### config.mk
export PLATFORM = sky130hd
export DESIGN_NAME = stack_drain_reader
export DESIGN_NICKNAME = d
export VERILOG_FILES = /design/src/rtl/stack_pkg.sv /design/src/rtl/stream_buf2.sv /design/src/rtl/stack_drain_reader.sv
export SDC_FILE = /design/constraint.sdc
export NUM_CORES = 1
export LEC_CHECK = 0
export CORE_MARGIN = 10
export CORE_UTILIZATION = 53
export CTS_BUF_LIST = sky130_fd_sc_hd__clkbuf_4 sky130_fd_sc_hd__clkbuf_8
export CTS_CLUSTER_SIZE = 28
export DETAILED_ROUTE_END_ITERATION = 6
export GPL_TIMING_DRIVEN = 0
export PLACE_DENSITY_LB_ADDON = 0.25
export SLEW_MARGIN = 10
export SYNTH_ARGS = -nofsm -noshare
export SYNTH_HDL_FRONTEND = slang
export SYNTH_HIERARCHICAL = 1
export SYNTH_SLANG_ARGS = --single-unit
export TNS_END_PERCENT = 1
### constraint.sdc
create_clock -name clk -period 3.6 [get_ports clk]
set_clock_uncertainty 0.15 [all_clocks]
set_input_delay 0.72 -clock clk [delete_from_list [all_inputs] [get_ports clk]]
set_output_delay 0.72 -clock clk [all_outputs]
set_load 0.01 [all_outputs]
### src/rtl/stack_pkg.sv
// Shared types and defaults for the LIFO stack datapath and its drain reader.
package stack_pkg;

  localparam int unsigned DEFAULT_WIDTH = 6;
  localparam int unsigned DEFAULT_DEPTH = 8;

  typedef logic [DEFAULT_WIDTH-1:0] stack_word_t;

  typedef enum logic [1:0] {
    IDLE,
    DRAIN,
    FLUSH,
    DONE
  } drain_state_t;

endpackage

### src/rtl/stream_buf2.sv
// Two-entry valid/ready FIFO; head is presented directly from storage registers.
module stream_buf2 #(
  parameter int unsigned WIDTH = 6
) (
  input  logic             clk,
  input  logic             rst,
  input  logic             in_valid,
  input  logic [WIDTH-1:0] in_data,
  output logic             out_valid,
  output logic [WIDTH-1:0] out_data,
  input  logic             out_ready,
  output logic [1:0]       occ
);

  logic [WIDTH-1:0] mem [2];
  logic             rd_ptr;
  logic             wr_ptr;
  logic             push;
  logic             pop;

  assign out_valid = (occ != 2'd0);
  assign out_data  = mem[rd_ptr];
  assign pop       = out_valid && out_ready;
  // A full buffer still accepts when the head leaves in the same cycle.
  assign push      = in_valid && ((occ != 2'd2) || pop);

  always_ff @(posedge clk) begin
    if (rst) begin
      mem[0] <= '0;
      mem[1] <= '0;
      rd_ptr <= 1'b0;
      wr_ptr <= 1'b0;
      occ    <= 2'd0;
    end else begin
      if (push) begin
        mem[wr_ptr] <= in_data;
        wr_ptr      <= ~wr_ptr;
      end
      if (pop) begin
        rd_ptr <= ~rd_ptr;
      end
      case ({push, pop})
        2'b10:   occ <= occ + 2'd1;
        2'b01:   occ <= occ - 2'd1;
        default: occ <= occ;
      endcase
    end
  end

endmodule

### src/rtl/stack_drain_reader.sv
// Pops every entry off the LIFO stack on start and streams them out top-first.
module stack_drain_reader
  import stack_pkg::*;
#(
  parameter  int unsigned WIDTH = DEFAULT_WIDTH,
  parameter  int unsigned DEPTH = DEFAULT_DEPTH,
  localparam int unsigned CNT_W = $clog2(DEPTH + 1)
) (
  input  logic             clk,
  input  logic             rst,
  input  logic             start,
  input  logic             stk_empty,
  input  logic [WIDTH-1:0] stk_data,
  output logic             stk_pop,
  output logic [WIDTH-1:0] out_data,
  output logic             out_valid,
  input  logic             out_ready,
  output logic             busy,
  output logic             done,
  output logic [CNT_W-1:0] count
);

  drain_state_t state;
  logic         inflight;
  logic [1:0]   occ;
  logic         xfer;
  logic [2:0]   occ_next;
  logic         drain_exit;
  logic         pop_ok;

  stream_buf2 #(
    .WIDTH(WIDTH)
  ) u_buf (
    .clk       (clk),
    .rst       (rst),
    .in_valid  (inflight),
    .in_data   (stk_data),
    .out_valid (out_valid),
    .out_data  (out_data),
    .out_ready (out_ready),
    .occ       (occ)
  );

  assign xfer = out_valid && out_ready;

  // stk_pop is registered, so the pop rule is applied to the values the
  // state will hold next cycle: inflight then equals today's stk_pop and the
  // buffer occupancy includes today's capture and transfer.
  always_comb begin
    occ_next   = {1'b0, occ} + {2'b00, inflight} - {2'b00, xfer};
    drain_exit = (stk_empty && !inflight && !stk_pop) || (count == CNT_W'(DEPTH));
    pop_ok     = !stk_pop && !stk_empty && (count < CNT_W'(DEPTH)) && (occ_next < 3'd2);
  end

  always_ff @(posedge clk) begin
    if (rst) begin
      state    <= IDLE;
      stk_pop  <= 1'b0;
      inflight <= 1'b0;
      busy     <= 1'b0;
      done     <= 1'b0;
      count    <= '0;
    end else begin
      stk_pop  <= 1'b0;
      done     <= 1'b0;
      inflight <= stk_pop;
      if (stk_pop) begin
        count <= count + CNT_W'(1);
      end
      case (state)
        IDLE: begin
          if (start) begin
            state <= DRAIN;
            busy  <= 1'b1;
            count <= '0;
          end
        end
        DRAIN: begin
          if (drain_exit) begin
            state <= FLUSH;
          end else begin
            stk_pop <= pop_ok;
          end
        end
        FLUSH: begin
          // A pop issued at the depth cap may still be landing in the buffer.
          if ((occ == 2'd0) && !inflight) begin
            state <= DONE;
            busy  <= 1'b0;
            done  <= 1'b1;
          end
        end
        DONE: begin
          state <= IDLE;
        end
        default: begin
          state <= IDLE;
        end
      endcase
    end
  end

endmodule

==> summary.txt <==
Placed design
  • IO buf count: 24
  • RePlAce Congestion: about 0.70
  • Placed Cells: 170
  • HPWL Detailed: just over 2000 um

Clock network
  • CTS-repair resized insts: 0
  • CTS tree: done
  • CTS HTree Levels: 1
  • Clk_lat worst skew: 0.31 ns
  • Sinks on Clock Net: 27
  • CTS clk-pin slew, worst paths: 0.14 ns
  • Post-CTS Hold Buffers: 0
  • Root Buffer: clkbuf_4
  • Maximum buffer depth of the clock tree: 2
  • CTS buffer count: 3
  • Post-CTS setup buffer count: 0

Drt
  • DR WL/cell: 14.6 um
  • Remaining antenna violation count: 0
  • DRT Pass-1 Iters: 4
  • Residual DRC: 0
  • Via count: a little over 900
  • DR iter-0 viols: 36
  • Via-to-Cell Ratio: 5.21
  • Final wirelength: 2550 um

Synth
  • Synth warn: 6
  • Number of synthesized flops with an enable pin: 12
  • Post-Syn Nets: 136
  • #FFs+latches synth: 27
  • Post-synth top flop: dfxtp_1
  • Async SR Flop Fraction: 0%
  • Avg Inst Size Synth: 11.8 um2
  • Mapped Area: 1360 um2
  • Yosys cell types: 40
  • Cells after Synth: 116
  • Ranking of synthesized cells by area: edfxtp_1, dfxtp_1, ha_1
  • Register area share after synthesis: 48.4%
  • Cell taking the most area after synthesis: edfxtp_1
  • Synth top area share: 26.4%

Finish
  • Final Util: 67.4%
  • Layout cell share with drive strength beyond 1: around 14%
  • # diodes: 0
  • Area growth from synthesis to final layout: 22.4%
  • Nets@finish: 165
  • Final cell count without fillers: between 150 and 200

STA
  • Final setup fails: 0
  • Final Hold Fails: 0
  • Minimum clock period: 2.80 ns
  • Final hold slack: roughly 0.35 ns
  • Setup_tns: 0 ns
  • Tightest Pin Transition: 0.578 ns
  • Final Max Slew Viols: 0
  • RSZ-0062 raised after global routing: no
  • Achievable Freq: between 300 and 400 MHz
  • Max_slew headroom: between 60% and 70%
  • Period utilisation layout: between 70% and 80%

Floorplanning
  • Rows: 18
  • Die Wd: 70.7 um
  • IO Count: 25
  • Die area: 5000 um2
  • Core region area: 2480 um2
  • Die height: 70.7 um
  • Starting Density: 55.1%

Global route
  • Initial antenna violation count: 0
  • First-pass GRT wire length: 4420 um
  • GRT Overall Usage: 10.4%
  • GRT overflow: 0
  • Vias in the first global route: 1,005
  • Largest net degree at the start of global routing: 16

Worst setup path
  • CP Capture Type: register
  • Crit path buf inv count: 1
  • CP Launch Type: primary input
  • Worst path required time: 3.69 ns
  • Worst Path Max Fanout: 3
  • Worst Path Arrival: 2.89 ns
  • Critical-path cell list: clkdlybuf4s50_1, and2_1, ha_1, or2b_1, fa_1, or4b_1, nor4_1
  • Worst Path Class, Setup: primary input to register
  • Slowest stage delay, CP: 0.48 ns
  • CP max-delay cell: fa_1
  • CP top delay family: simple AND/OR/NAND/NOR gates

Pwr
  • Peak VDD IR: 0.303 mV
  • Tot Pwr: ~720 uW
  • Leak: 0.625 nW
  • Pwr/cell area: 430 nW/um2

Run status
  • Outcome: finished clean

Hold path
  • Worst min path class: register to register

Job
  • Count of max-cap constraint violations: 0
-- state kept, by name, summed over array words and instances (netlist names), named ones only --
name          count
u_buf/mem        12
busy              1
done              1
u_buf/wr_ptr      1
u_buf/occ         2
count             4
state             2
stk_pop           1
u_buf/rd_ptr      1
inflight          1
-- tightest hold or removal path, delay by kind of cell (launching register included) --
kind	cells	cell delay (ns)
flops	1	0.34
compound gates	2	0.13
-- worst paths after layout --
check | depth (start not counted) | to | slack (ns) | from
hold / removal | 2 | busy$_SDFFE_PP0P_ | 0.35 | busy$_SDFFE_PP0P_
hold reg to reg | 2 | busy$_SDFFE_PP0P_ | 0.35 | busy$_SDFFE_PP0P_
setup reg to reg | 7 | stk_pop$_SDFF_PP0_ | 0.91 | u_buf/occ[0]$_SDFFE_PP0P_
setup / recovery | 7 | stk_pop$_SDFF_PP0_ | 0.80 | out_ready
-- layout make-up --
type / count / area (um2)
clock buffer: 3 / 22.5
buffer: 3 / 12.5
timing repair buffer: 24 / 240
inverter: 5 / 18.8
multi-input combinational: 81 / 672
clock inverter: 1 / 5.00
fill: 218 / 808
sequential: 27 / 661
tap: 30 / 37.5
-- layout by cell type, fill, tap and decap left out, drive strengths merged --
cell type,count
nand3,1
buf,1
o21a,1
inv,5
or3,2
clkdlybuf4s50,24
ha,8
nor2b,3
a21o,4
or4b,1
nor4bb,1
xor2,4
dfxtp,15
or2,2
nor4,1
nand3b,1
fa,1
xnor2,3
clkinv,1
mux2,6
a311oi,1
and2,13
or2b,1
nor4b,1
nor2,9
o221ai,1
nand4,1
o21ai,2
o21bai,1
a21oi,5
nand2,2
mux2i,1
nand2b,2
clkbuf,5
nor3b,2
edfxtp,12
-- cell usage after synthesis, types with 2 or more instances --
master / instances
a21o_1: 2
a21o_2: 2
edfxtp_1: 12
clkbuf_1: 2
mux2_2: 6
inv_1: 5
ha_1: 8
dfxtp_1: 15
nand2_1: 2
nor2_1: 9
xnor2_1: 3
nand2b_1: 2
nor2b_1: 3
a21oi_1: 4
and2_1: 13
xor2_1: 4
-- report_power, final --
group          total [mW]  switching, mW  internal, mW
combinational       0.224          0.110         0.114
sequential          0.366         0.0171         0.349
clock               0.128         0.0863        0.0416
total               0.718          0.214         0.504
-- logic make-up (layout without fill, tap and decap cells) --
| logic type | after synthesis | after routing | share of synthesized area [%] |
|---|---|---|---|
| and+or+nand+nor | 43 | 43 | 21.7 |
| adders and majority gates | 9 | 9 | 8.81 |
| DFF | 27 | 27 | 48.4 |
| buffers and inverters | 8 | 36 | 2.29 |
| AOI/OAI and AO/OA | 15 | 15 | 8.62 |
| xor gates and xnor gates | 7 | 7 | 4.50 |
| muxes | 7 | 7 | 5.69 |
-- through the flow --
stage	setup WS (ns)	cell area [um2]
finish	0.796	1670
global placement	0.454	1640
global route	0.711	1670
detailed placement	0.454	1640
CTS	0.788	1670
floorplan	1.00	1360
-- per-layer routing --
| layer | track usage [%] | vias to the layer above | part of all wire [%] |
|---|---|---|---|
| met5 | 0 | - | 0 |
| met4 | 3.87 | 0 | 0.79 |
| met1 | 11.0 | 436 | 43 |
| met2 | 19.2 | 10 | 52 |
| li1 | - | 458 | - |
| met3 | 2.37 | 2 | 3.4 |
No activity file was read; power rests on OpenSTA's default activity.
